## src/rtl/stage2_operand_feeder.sv

```systemverilog
// stage2_operand_feeder
//   Transmit side of the stage-2 operand stream. Reads per-beat operand/scale
//   vectors from a 1-cycle-latency SRAM into a 2-entry skid FIFO and presents
//   them, with lane position indices, to the stage-2 datapath. stall_o is
//   driven so the consumer's step counter advances only on beats carrying
//   valid data. The run covers beats 0..stage_boundary[6]+1.
//
//   Ports:
//     CLK_i, RST_i             clock, async active-high reset
//     start_i                  run start pulse (ignored unless idle)
//     stage_boundary           boundary set, [6] sets the run length
//     dn_hold_i                consumer backpressure
//     rd_en_o, rd_addr_o       SRAM read request
//     rd_operand_i, rd_scale_i SRAM read data (1 cycle after rd_en_o)
//     operand_o, scale_o       FIFO head to consumer
//     pos_o                    lane positions step*PARALLEL+i
//     stall_o, busy_o, done_o  consumer stall, run active, run-end pulse
//     perf_stall_cnt_o         only with STAGE2_FEEDER_PERF_EN: saturating
//                              count of busy&&stall cycles
module stage2_operand_feeder #(
  parameter int WIDTH    = 16,
  parameter int PARALLEL = 2,
  parameter int STEP_W   = 8,
  parameter int ADDR_W   = 12
) (
  input  logic                            CLK_i,
  input  logic                            RST_i,
  input  logic                            start_i,
  input  logic [6:0][STEP_W-1:0]          stage_boundary,
  input  logic                            dn_hold_i,
  output logic                            rd_en_o,
  output logic [ADDR_W-1:0]               rd_addr_o,
  input  logic [PARALLEL-1:0][WIDTH-1:0]  rd_operand_i,
  input  logic [PARALLEL-1:0][WIDTH-1:0]  rd_scale_i,
  output logic [PARALLEL-1:0][WIDTH-1:0]  operand_o,
  output logic [PARALLEL-1:0][WIDTH-1:0]  scale_o,
  output logic [PARALLEL-1:0][WIDTH-1:0]  pos_o,
  output logic                            stall_o,
  output logic                            busy_o,
  output logic                            done_o
`ifdef STAGE2_FEEDER_PERF_EN
  ,
  output logic [31:0]                     perf_stall_cnt_o
`endif
);

  typedef enum logic [1:0] {IDLE, FILL, STREAM, DONE} state_t;

  state_t state, state_nxt;

  logic [STEP_W:0] last_q, issue_q, step_q, total;
  logic [1:0][PARALLEL-1:0][WIDTH-1:0] mem_op, mem_sc;
  logic       wr_ptr, rd_ptr, inflight;
  logic [1:0] cnt;
  logic       empty, push, pop, active, start_ok;
  logic [2:0] occ_after;

  // Boundaries 0..5 only matter to the consumer's stage decode.
  logic unused_bnd;
  assign unused_bnd = ^stage_boundary[5:0];

  assign total    = last_q + (STEP_W+1)'(2);
  assign empty    = (cnt == 2'd0);
  assign active   = (state == FILL) || (state == STREAM);
  assign start_ok = (state == IDLE) && start_i;
  assign push     = inflight;
  assign pop      = (state == STREAM) && !empty && !dn_hold_i;

  // Occupancy counts the beat leaving this cycle, so a full pipe can
  // re-issue while popping and sustain one beat per cycle.
  assign occ_after = {1'b0, cnt} + {2'b0, inflight} - {2'b0, pop};

  assign rd_en_o   = active && (occ_after < 3'd2) && (issue_q < total);
  assign rd_addr_o = ADDR_W'(issue_q);

  assign operand_o = mem_op[rd_ptr];
  assign scale_o   = mem_sc[rd_ptr];
  assign busy_o    = active;
  assign done_o    = (state == DONE);
  assign stall_o   = (state != STREAM) || empty || dn_hold_i;

  // Positions forced to 0 outside a run so idle outputs are all-zero.
  for (genvar g = 0; g < PARALLEL; g++) begin : g_pos
    assign pos_o[g] = busy_o ? WIDTH'(int'(step_q) * PARALLEL + g) : '0;
  end

  always_comb begin
    state_nxt = state;
    case (state)
      IDLE:    if (start_i) state_nxt = FILL;
      FILL:    if (push) state_nxt = STREAM;
      STREAM:  if (pop && (step_q == total - (STEP_W+1)'(1))) state_nxt = DONE;
      DONE:    state_nxt = IDLE;
      default: state_nxt = IDLE;
    endcase
  end

  always_ff @(posedge CLK_i or posedge RST_i) begin
    if (RST_i) begin
      state    <= IDLE;
      last_q   <= '0;
      issue_q  <= '0;
      step_q   <= '0;
      mem_op   <= '0;
      mem_sc   <= '0;
      wr_ptr   <= 1'b0;
      rd_ptr   <= 1'b0;
      cnt      <= '0;
      inflight <= 1'b0;
    end else begin
      state    <= state_nxt;
      inflight <= rd_en_o;
      if (start_ok) begin
        last_q  <= {1'b0, stage_boundary[6]};
        issue_q <= '0;
        step_q  <= '0;
      end else begin
        if (rd_en_o) issue_q <= issue_q + (STEP_W+1)'(1);
        if (pop)     step_q  <= step_q + (STEP_W+1)'(1);
      end
      if (push) begin
        mem_op[wr_ptr] <= rd_operand_i;
        mem_sc[wr_ptr] <= rd_scale_i;
        wr_ptr         <= ~wr_ptr;
      end
      if (pop) rd_ptr <= ~rd_ptr;
      cnt <= cnt + 2'(push) - 2'(pop);
    end
  end

`ifdef STAGE2_FEEDER_PERF_EN
  always_ff @(posedge CLK_i or posedge RST_i) begin
    if (RST_i)                                              perf_stall_cnt_o <= '0;
    else if (start_ok)                                      perf_stall_cnt_o <= '0;
    else if (busy_o && stall_o && (perf_stall_cnt_o != '1)) perf_stall_cnt_o <= perf_stall_cnt_o + 32'd1;
  end
`endif

endmodule

```

## config.mk

```make
export PLATFORM = sky130hd
export DESIGN_NAME = stage2_operand_feeder
export DESIGN_NICKNAME = d
export VERILOG_FILES = /design/src/rtl/stage2_operand_feeder.sv
export SDC_FILE = /design/constraint.sdc
export NUM_CORES = 1
export LEC_CHECK = 0
export CAP_MARGIN = 20
export CORE_MARGIN = 2
export CORE_UTILIZATION = 48
export CTS_CLUSTER_SIZE = 8
export DETAILED_ROUTE_END_ITERATION = 16
export MAX_ROUTING_LAYER = met4
export PLACE_DENSITY = 0.81
export SLEW_MARGIN = 20
export SYNTH_ARGS = -nofsm -noshare
export SYNTH_HDL_FRONTEND = slang
export SYNTH_SLANG_ARGS = --single-unit
export TNS_END_PERCENT = 1
```

## constraint.sdc

```tcl
create_clock -name CLK_i -period 6.45 [get_ports CLK_i]
set_input_delay 1.29 -clock CLK_i [delete_from_list [all_inputs] [get_ports CLK_i]]
set_output_delay 1.29 -clock CLK_i [all_outputs]
set_load 0.01 [all_outputs]
```

==> summary.txt <==
Placement
  – Routability congestion estimate from global placement: approximately 0.8
  – Post-place setup slack: 0.7936 ns
  – Count of input and output buffers: 171
  – Inst Count DP: 975
  – Half-perimeter wire length of the detailed placement result: between 10,000 and 15,000 um

Yosys
  – Flops & latches, synth: 161
  – Average size of a mapped cell: roughly 13 um^2
  – Library cell with the highest instance count after synthesis: sky130_fd_sc_hd__mux2_2
  – Post-synth top flop: sky130_fd_sc_hd__dfrtp_1
  – Share of async-settable or async-resettable flops after synthesis: 100.0%
  – Number of distinct library cells after synthesis: 51
  – Netlist Area Pre-Place: around 8000 um^2
  – Yosys warning total: 0
  – Gate Count Post-Synth: 619
  – Count of flip-flops with a built-in enable after synthesis: 0
  – Most used standard cells in the synthesized netlist: sky130_fd_sc_hd__mux2_2 (198), sky130_fd_sc_hd__dfrtp_1 (161), sky130_fd_sc_hd__buf_4 (28), sky130_fd_sc_hd__nor2_1 (27), sky130_fd_sc_hd__clkbuf_1 (26)
  – Portion of the post-synthesis area used by sequential elements: approximately half
  – Portion of synthesized cell area occupied by the leading cell type: between 50% and 60%
  – Synth top area cells: sky130_fd_sc_hd__dfrtp_1 (50%), sky130_fd_sc_hd__mux2_2 (28%), sky130_fd_sc_hd__ha_1 (2.8%)
  – Library cell occupying the most area in the post-synthesis netlist: sky130_fd_sc_hd__dfrtp_1

Hold path
  – Hold Path Depth: 1
  – Hold path endpoint: mem_op[10]$_DFFE_PP0P_
  – Path category of the worst min-delay check: flip-flop to flip-flop
  – Hold Startpoint: mem_op[10]$_DFFE_PP0P_

Setup path
  – Critical path required time: 5.16 ns
  – Reg2reg start: state[0]$_DFFE_PP0P_
  – Nature of the critical path startpoint: input pin
  – Kind of end point of the critical path: primary output
  – Cell depth of the worst flop-to-flop path: 15
  – Worst setup path category: input pin to primary output
  – CP Max Fanout: 4
  – CP arrival: 4.35 ns
  – Endpoint of the worst register-to-register path: issue_q[8]$_DFFE_PP0P_
  – Reg2Reg Setup Slack: about 3.2 ns

Status
  – Outcome: complete, no violations

Finish
  – Post-route non-filler standard cell count: 1,007
  – Share of layout cells above drive strength 1: 31.64%
  – Diodes inserted: 0
  – Final-layout fill cell count: about 1,200
  – Flip-flop and latch area: a little over 4000 um^2
  – Footprint of the multi-input gates: around 3700 um^2
  – Signed area change from the synthesized netlist to the final layout: 29.22%
  – Final Net Count: between 900 and 1,000

Route
  – Final routed wire length divided by cell count: between 15 and 20 um
  – Post-detailed-route via-to-cell ratio: ~5.3
  – Number of routed nets with antenna violations: 0
  – Total DRC errors in the routed layout: 0
  – Met2 wire length: around 9200 um
  – Iter 0 DRT Violations: between 200 and 300
  – Detailed-route wire length on metal 1: slightly above 7000 um
  – Highest layer used for signal routing: met4
  – TritonRoute pass-1 iters: 4
  – Total length of routed wires: roughly 18,000 um
  – Via Count: roughly 5,400
  – Met3 WL: just under 800 um

Timing
  – Hold Fails Final Rpt: 0
  – Shortest clock period the worst path allows after layout: around 5.6 ns
  – Worst slew margin: between 30% and 40%
  – Number of pins exceeding their max-slew limit in the final report: 0
  – Final setup viols: 0
  – Final period utilization: between 80% and 90%
  – Total negative slack: 0 ns
  – Post-Route Hold Slack: 0.5004 ns
  – Slew @ Worst Pin: about 0.94 ns
  – Achievable Freq: between 150 and 200 MHz
  – Final Worst Setup Slack: 0.8124 ns
  – Worst setup skew after layout: 0.008235 ns
  – RSZ-0062 raised after global routing: false

Global routing
  – Wire length of the first global-routing pass: between 20,000 and 30,000 um
  – GRT Total Usage: 21.41%
  – Initial antenna violation count: 0
  – Number of global-route vias before repair: approximately 6,000
  – Global route total overflow: 0
  – Maximum number of pins on one net before global-route repair: approximately 110

Clock tree
  – Cell at the root of the clock tree: sky130_fd_sc_hd__clkbuf_16
  – Number of cells upsized or downsized after cts: 0
  – Maximum buffer depth of the clock tree: 2
  – Num Clock Sinks: 161
  – CTS tree: yes
  – Maximum level of the CTS H-tree: 4
  – Latest clock arrival within the worst-skew pair: around 0.42 ns
  – CTS hold repair buffers: 0
  – CTS clk-pin slew, worst paths: about 0.060 ns
  – Total CTS buffers: 17
  – Post-CTS Setup Bufs: 0

Power
  – VDD IR max: between 0.15 and 0.2 mV
  – Power density cells: between 200 and 250 nW/um^2
  – Leak Pwr: between 0.004 and 0.005 uW
  – PnR Total Power: around 2100 uW

Floorplan
  – X dimension of the die: ~130 um
  – Height of the die: approximately 130 um
  – Floorplan Core Area: about 16,000 um^2
  – Starting Density: 48.81%
  – Die Outline Area: 17,790 um^2
  – Number of cell rows: between 40 and 50
  – I/O pin cnt: ~240

Flow run
  – Maximum Capacitance Violations: 0
-- registers in the layout, indices dropped and copies added (netlist names) --
name      flops
rd_ptr        1
wr_ptr        1
state         2
cnt           2
mem_sc       64
issue_q       9
step_q        9
mem_op       64
inflight      1
last_q        8
-- how the worst max path moves through the flow --
stage	endpoint	from	slack [ns]	depth (start not counted)
2_1_floorplan	cnt[0]$_DFF_PP0_	RST_i	0.81	1
3_3_place_gp	rd_en_o	dn_hold_i	0.88	12
3_5_place_dp	rd_en_o	dn_hold_i	0.79	12
4_1_cts	rd_en_o	dn_hold_i	0.79	12
5_1_grt	rd_en_o	dn_hold_i	0.61	12
6_report	rd_en_o	dn_hold_i	0.81	12
-- routing by layer --
| metal | up-vias | GRT usage [%] |
|---|---|---|
| li1 | 2460 | - |
| met5 | - | - |
| met4 | 0 | 7.565 |
| met3 | 43 | 4.833 |
| met1 | 2686 | 25.17 |
| met2 | 177 | 36.28 |
-- report_power, final --
group / internal [uW] / switching (uW)
registers: 1030 / 9.51
clock network: 543 / 413
logic: 55.5 / 40.4
total: 1630 / 463
-- layout by cell type, fill, tap and decap left out, types with 3 or more instances in the layout --
cell and instances:
sky130_fd_sc_hd__nor2_1 27, sky130_fd_sc_hd__clkinv_4 4, sky130_fd_sc_hd__dfrtp_1 160, sky130_fd_sc_hd__clkbuf_16 17, sky130_fd_sc_hd__ha_1 18, sky130_fd_sc_hd__xnor2_1 21, sky130_fd_sc_hd__nand4_1 7, sky130_fd_sc_hd__conb_1 16
sky130_fd_sc_hd__nand3_1 12, sky130_fd_sc_hd__xor2_1 10, sky130_fd_sc_hd__a2111oi_4 3, sky130_fd_sc_hd__inv_1 16, sky130_fd_sc_hd__o22ai_1 4, sky130_fd_sc_hd__nand2b_1 3, sky130_fd_sc_hd__buf_4 7, sky130_fd_sc_hd__mux2_2 198
sky130_fd_sc_hd__a21oi_1 8, sky130_fd_sc_hd__o21ai_0 3, sky130_fd_sc_hd__a211oi_1 5, sky130_fd_sc_hd__clkdlybuf4s50_1 171, sky130_fd_sc_hd__and2_1 11, sky130_fd_sc_hd__nand2_1 14, sky130_fd_sc_hd__clkinv_2 4
-- cell families after synthesis --
kind of cell | count (synthesis) | synth area share, %
xor gates and xnor gates | 32 | 3.659
muxes | 201 | 28.13
and+or+nand+nor | 91 | 5.761
other | 1 | 0.04666
buffers and inverters | 74 | 4.795
AOI/OAI and AO/OA | 39 | 4.250
DFF | 161 | 50.13
adders and majority gates | 20 | 3.223
-- per-stage QoR --
stage / utilization [%] / instance area, um^2
after floorplan: - / 8093
after global placement: 59.68 / 9827
after detailed placement: 59.68 / 9827
after CTS: 63.07 / 10390
after global routing: 63.07 / 10390
final: 63.07 / 10390
-- cell type report --
class                           count  share of cell area, %
Timing Repair Buffer              178                  16.99
Sequential cell                   161                  38.81
Tap cell                          220                  2.651
Clock inverter                     12                  1.072
Clock buffer                       20                  4.301
Multi-Input combinational cell    399                  35.52
Inverter                           17                 0.6626
-- worst max-delay path, stage by stage --
cell                              delay (ns)
sky130_fd_sc_hd__clkdlybuf4s50_1        0.42
sky130_fd_sc_hd__nor3b_1                0.30
sky130_fd_sc_hd__ha_1                   0.29
sky130_fd_sc_hd__inv_1                  0.05
sky130_fd_sc_hd__ha_1                   0.14
sky130_fd_sc_hd__inv_1                  0.06
sky130_fd_sc_hd__fa_1                   0.50
sky130_fd_sc_hd__nand2_1                0.05
sky130_fd_sc_hd__a211oi_1               0.17
sky130_fd_sc_hd__nand2_1                0.12
sky130_fd_sc_hd__a21oi_1                0.34
sky130_fd_sc_hd__clkdlybuf4s50_1        0.62
Note: power is estimated with default switching activity, not from simulation.
